==> config.mk <==
export PLATFORM = sky130hd
export DESIGN_NAME = mc_ctrl
export DESIGN_NICKNAME = d
export VERILOG_FILES = /design/src/rtl/mc_ctrl.sv
export SDC_FILE = /design/constraint.sdc
export NUM_CORES = 1
export LEC_CHECK = 0
export BUFFER_PORTS_ARGS = -buffer_cell sky130_fd_sc_hd__buf_2
export CAP_MARGIN = 0
export CORE_AREA = 2 2 43 45
export DETAILED_ROUTE_END_ITERATION = 16
export DIE_AREA = 0 0 45 47
export GPL_TIMING_DRIVEN = 0
export PLACE_DENSITY = 0.71
export SLEW_MARGIN = 20
export SYNTH_ARGS = -nofsm -noshare
export SYNTH_HDL_FRONTEND = slang
export SYNTH_SLANG_ARGS = --single-unit
==> constraint.sdc <==
create_clock -name clk -period 1.9 [get_ports clk]
set_clock_uncertainty 0.15 [all_clocks]
set_input_delay 0.38 -clock clk [delete_from_list [all_inputs] [get_ports clk]]
set_output_delay 0.38 -clock clk [all_outputs]
set_load 0.03 [all_outputs]
==> src/rtl/mc_ctrl.sv <==
// Multicycle MIPS main control: state register plus per-state datapath control decode.
// Optional feature: define MC_CTRL_ADDIU_EN to decode addiu (001001); otherwise it is illegal.
module mc_ctrl (
    input  logic       clk,
    input  logic       rst_n,
    input  logic [5:0] op,
    input  logic       zero,
    input  logic       mem_ready,
    output logic       PCWr,
    output logic       IorD,
    output logic       MemRd,
    output logic       MemWr,
    output logic       IRWr,
    output logic       RegDst,
    output logic       MemtoReg,
    output logic       RegWr,
    output logic       ALUSrcA,
    output logic [1:0] ALUSrcB,
    output logic       ExtOp,
    output logic [1:0] AluOp,
    output logic [1:0] PCSrc,
    output logic       illegal,
    output logic [3:0] state
);

    localparam int unsigned OP_W = 6;
    localparam int unsigned ST_W = 4;

    localparam logic [OP_W-1:0] OP_R     = 6'b000000;
    localparam logic [OP_W-1:0] OP_LW    = 6'b100011;
    localparam logic [OP_W-1:0] OP_SW    = 6'b101011;
    localparam logic [OP_W-1:0] OP_BEQ   = 6'b000100;
    localparam logic [OP_W-1:0] OP_J     = 6'b000010;
    localparam logic [OP_W-1:0] OP_ORI   = 6'b001101;
`ifdef MC_CTRL_ADDIU_EN
    localparam logic [OP_W-1:0] OP_ADDIU = 6'b001001;
`endif

    typedef enum logic [ST_W-1:0] {
        S_FETCH  = 4'd0,
        S_DECODE = 4'd1,
        S_MEMADR = 4'd2,
        S_MEMRD  = 4'd3,
        S_MEMWB  = 4'd4,
        S_MEMWR  = 4'd5,
        S_EXEC   = 4'd6,
        S_RWB    = 4'd7,
        S_BRANCH = 4'd8,
        S_JUMP   = 4'd9,
        S_IEXEC  = 4'd10,
        S_IWB    = 4'd11
    } state_e;

    state_e state_q, state_d;
    logic   illegal_q, illegal_d;

    always_ff @(posedge clk or negedge rst_n) begin
        if (!rst_n) begin
            state_q   <= S_FETCH;
            illegal_q <= 1'b0;
        end else begin
            state_q   <= state_d;
            illegal_q <= illegal_d;
        end
    end

    // Next-state sequencing; illegal is flagged for the FETCH following DECODE.
    always_comb begin
        state_d   = S_FETCH;
        illegal_d = 1'b0;
        case (state_q)
            S_FETCH:  state_d = mem_ready ? S_DECODE : S_FETCH;
            S_DECODE: begin
                case (op)
                    OP_LW, OP_SW: state_d = S_MEMADR;
                    OP_R:         state_d = S_EXEC;
                    OP_BEQ:       state_d = S_BRANCH;
                    OP_J:         state_d = S_JUMP;
                    OP_ORI:       state_d = S_IEXEC;
`ifdef MC_CTRL_ADDIU_EN
                    OP_ADDIU:     state_d = S_IEXEC;
`endif
                    default:      illegal_d = 1'b1;
                endcase
            end
            S_MEMADR: state_d = (op == OP_SW) ? S_MEMWR : S_MEMRD;
            S_MEMRD:  state_d = mem_ready ? S_MEMWB : S_MEMRD;
            S_MEMWR:  state_d = mem_ready ? S_FETCH : S_MEMWR;
            S_EXEC:   state_d = S_RWB;
            S_BRANCH,
            S_JUMP,
            S_MEMWB,
            S_RWB,
            S_IWB:    state_d = S_FETCH;
            S_IEXEC:  state_d = S_IWB;
            default:  state_d = S_FETCH;
        endcase
    end

    // Control decode from the current state; everything held low during reset.
    always_comb begin
        PCWr     = 1'b0;
        IorD     = 1'b0;
        MemRd    = 1'b0;
        MemWr    = 1'b0;
        IRWr     = 1'b0;
        RegDst   = 1'b0;
        MemtoReg = 1'b0;
        RegWr    = 1'b0;
        ALUSrcA  = 1'b0;
        ALUSrcB  = 2'b00;
        ExtOp    = 1'b0;
        AluOp    = 2'b00;
        PCSrc    = 2'b00;
        if (rst_n) begin
            case (state_q)
                S_FETCH: begin
                    MemRd   = 1'b1;
                    ALUSrcB = 2'b01;
                    IRWr    = mem_ready;
                    PCWr    = mem_ready;
                end
                S_DECODE: begin
                    ALUSrcB = 2'b11;
                    ExtOp   = 1'b1;
                end
                S_MEMADR: begin
                    ALUSrcA = 1'b1;
                    ALUSrcB = 2'b10;
                    ExtOp   = 1'b1;
                end
                S_MEMRD: begin
                    MemRd = 1'b1;
                    IorD  = 1'b1;
                end
                S_MEMWB: begin
                    RegWr    = 1'b1;
                    MemtoReg = 1'b1;
                end
                S_MEMWR: begin
                    MemWr = 1'b1;
                    IorD  = 1'b1;
                end
                S_EXEC: begin
                    ALUSrcA = 1'b1;
                    AluOp   = 2'b11;
                end
                S_RWB: begin
                    RegWr  = 1'b1;
                    RegDst = 1'b1;
                end
                S_BRANCH: begin
                    ALUSrcA = 1'b1;
                    AluOp   = 2'b01;
                    PCSrc   = 2'b01;
                    PCWr    = zero;
                end
                S_JUMP: begin
                    PCSrc = 2'b10;
                    PCWr  = 1'b1;
                end
                S_IEXEC: begin
                    ALUSrcA = 1'b1;
                    ALUSrcB = 2'b10;
                    AluOp   = 2'b10;
`ifdef MC_CTRL_ADDIU_EN
                    if (op == OP_ADDIU) begin
                        AluOp = 2'b00;
                        ExtOp = 1'b1;
                    end
`endif
                end
                S_IWB: RegWr = 1'b1;
                default: ;
            endcase
        end
    end

    assign illegal = illegal_q;
    assign state   = state_q;

endmodule
==> metrics.yaml <==
fin_crit_ns: 2.01
crit_fanout: 7
cts-htree-levels: 1
synth_top_family_by_area: "simple AND/OR/NAND/NOR gates"
setup_violations: 9
end_kind: "output pin"
wl_per_cell_um: 15.3
clock-sinks: 5
setup_ws_ns: -0.113
grt_usage_pct: 21.6
nFillCells: 123
die-area_sq_mm: 0.00212
dp.cells: 130
grt_pass1_vias: 747
timing.fmax_ghz: 0.497
syn_area_sq_um: 619
overflow: 0
yosys_warnings: 0
seq_area_frac_synth_pct: 20.2
synth-compound-area-share_pct: 22.2
synthMuxAreaShare_pct: 3.43
crit_arrival_ns: 1.48
synth-xor-area-share_pct: 2.83
stdcell_count: 152
grt_max_degree: 11
cts_tree: "yes"
status: "complete, but fails checks"
grt_setup_unrepaired: "true"
drt_iter0_markers: 17
async_flop_share_pct: 100
ir_worst_vdd_mv: 0.729
portBuffers: 30
totalWireLength_um: 2330
synth_cells: 83
hold_viol: 0
design.core.area_sq_mm: 0.00165
violations: "setup timing"
ant_nets: 0
cp-start-kind: "register"
synth_seq_cells: 5
dp_hpwl_um: 1330
relSlewSlack_pct: 69.6
cp.required_ns: 1.37
die_h_um: 47
cts_made_buffers: 3
clkLatencyLatePin_ns: 0.25
syn_nets: 93
vias: 814
place.gp.congestion: 0.818
power_density_mw_per_mm2: 1240
fp-row-count: 15
path_clk_slew_ns: 0.04
hp-class: "primary input to register"
first_pass_iters: 4
critPathKind: "register to output pin"
seqCellArea_sq_um: 130
root_buffer: "clkbuf_4"
drv_cap: 0
finalMaxSlewViolations: 0
die_w_um: 45
p_leak_uw: 0.000538
io_pins: 31
diodes: 0
synth_adder_area_share_pct: 0
rrSetupSlack_ns: 0.14
synth-main-ff-cell: "dfrtp_1"
grt_pass1_wl_um: 3310
syn_area_per_cell_sq_um: 7.46
drc: 0
synthDistinctLibCells: 40
multi_input_area_sq_um: 591
timing.final.crit_share_pct: 106
max-clock-path-buffers: 2
synth-simple-area-share_pct: 43.8
synth_edf_count: 0
utilization_pct: 73.3
worst_pin_slew_ns: 0.452
area_growth_pct: 95.6
nNetsFinal: 146
avgViaCountPerCell: 5.36
start_util_pct: 37.5
final_layout_size_suffix_gt1_share_pct: 62.2
antenna_found_initial: 0
==> cells by family after synthesis <==
logic type / count (synthesis)
flip-flops: 5
AO/OA/AOI/OAI: 19
AND/OR/NAND/NOR: 47
XOR/XNOR: 2
multiplexers: 2
buffers and inverters: 8
==> cell usage after synthesis (2+ instances only) <==
cell	number	area share, %
a21oi_1	3	2.4
buf_4	2	2.4
clkbuf_1	2	1.2
dfrtp_1	5	20
inv_1	2	1.2
nand2_1	8	4.8
nand2b_1	6	6.1
nand3_1	2	1.6
nor2_1	13	7.9
nor2b_1	4	4.0
nor3_1	2	1.6
o21a_1	3	3.6
o21ai_0	2	1.6
o221ai_1	2	2.8
o22a_1	2	2.8
==> cell type report <==
class                           count  share of cell area, %
Buffer                              4                   4.44
Clock buffer                        4                   2.17
Inverter                            2                  0.620
Multi-Input combinational cell     70                   48.8
Sequential cell                     5                   10.7
Tap cell                           17                   1.76
Timing Repair Buffer               50                   31.5
==> power by group <==
group | total (uW) | internal, uW | switching, uW | leakage [uW]
sequential | 177 | 147 | 30.8 | 0.0000602
clock | 124 | 79.5 | 44.9 | 0.0000150
combinational | 1200 | 547 | 655 | 0.000463
==> worst paths after layout <==
path / from / end / cells past startpoint
hold / removal: op[1] / illegal / 3
setup / recovery: state[3] / AluOp[0] / 5
max in group asynchronous: rst_n / state[0] / 2
min in group asynchronous: rst_n / state[2] / 2
setup reg to reg: state[3] / state[3] / 7
hold reg to reg: state[2] / state[3] / 2
==> stage by stage <==
stage               cell area (sq um)  TNS, ns  setup WS (ns)  power [uW]  hold slack (ns)
CTS                              1140   -0.493         -0.105        1390            0.289
global placement                  860   -0.269         -0.158         975           0.0905
floorplan                         688   -0.240        -0.0689         805          -0.0656
global route                     1210    -1.18         -0.159        1590            0.301
detailed placement                860   -0.325         -0.163         986           0.0921
finish                           1210   -0.552         -0.113        1500            0.292
==> worst max-delay path, cell delays in order (launching register included) <==
cell      delay (ns)
dfrtp_2         0.41
buf_8           0.14
nand2b_4        0.18
mux2_4          0.29
nor2_4          0.09
buf_6           0.13
==> layer usage <==
layer	wire (um)	track usage [%]	vias up
met5	0	0	-
met4	31	4.71	0
met3	96	3.85	5
met2	1330	42.3	26
met1	874	24.2	382
li1	-	-	401
==> timing repair <==
item | in CTS | in global routing
gates cloned | 0 | 0
endpoints found under the setup margin | 15 | 15
hold buffers | 1 | 0
resized for setup | 40 | 13
pin swaps | 5 | 5
endpoints found under the hold margin | 5 | 0
buffers inserted | 14 | 5
==> registers in the layout (all words and copies together) (netlist names) <==
signal   flops
state        4
illegal      1
==> placed cells by master, fill, tap and decap left out, drive strengths merged, types with 2 or more instances in the layout <==
cell type | netlist | final
o22a | 2 | 2
dfrtp | 5 | 5
nor3 | 2 | 2
buf | 4 | 53
o21a | 3 | 3
nand3 | 2 | 2
nor2b | 5 | 5
inv | 2 | 2
o221ai | 2 | 2
nor2 | 14 | 14
clkbuf | 2 | 4
o21ai | 3 | 3
nand2 | 9 | 9
a21oi | 3 | 3
nand2b | 6 | 6
Note: power is estimated with default switching activity, not from simulation.
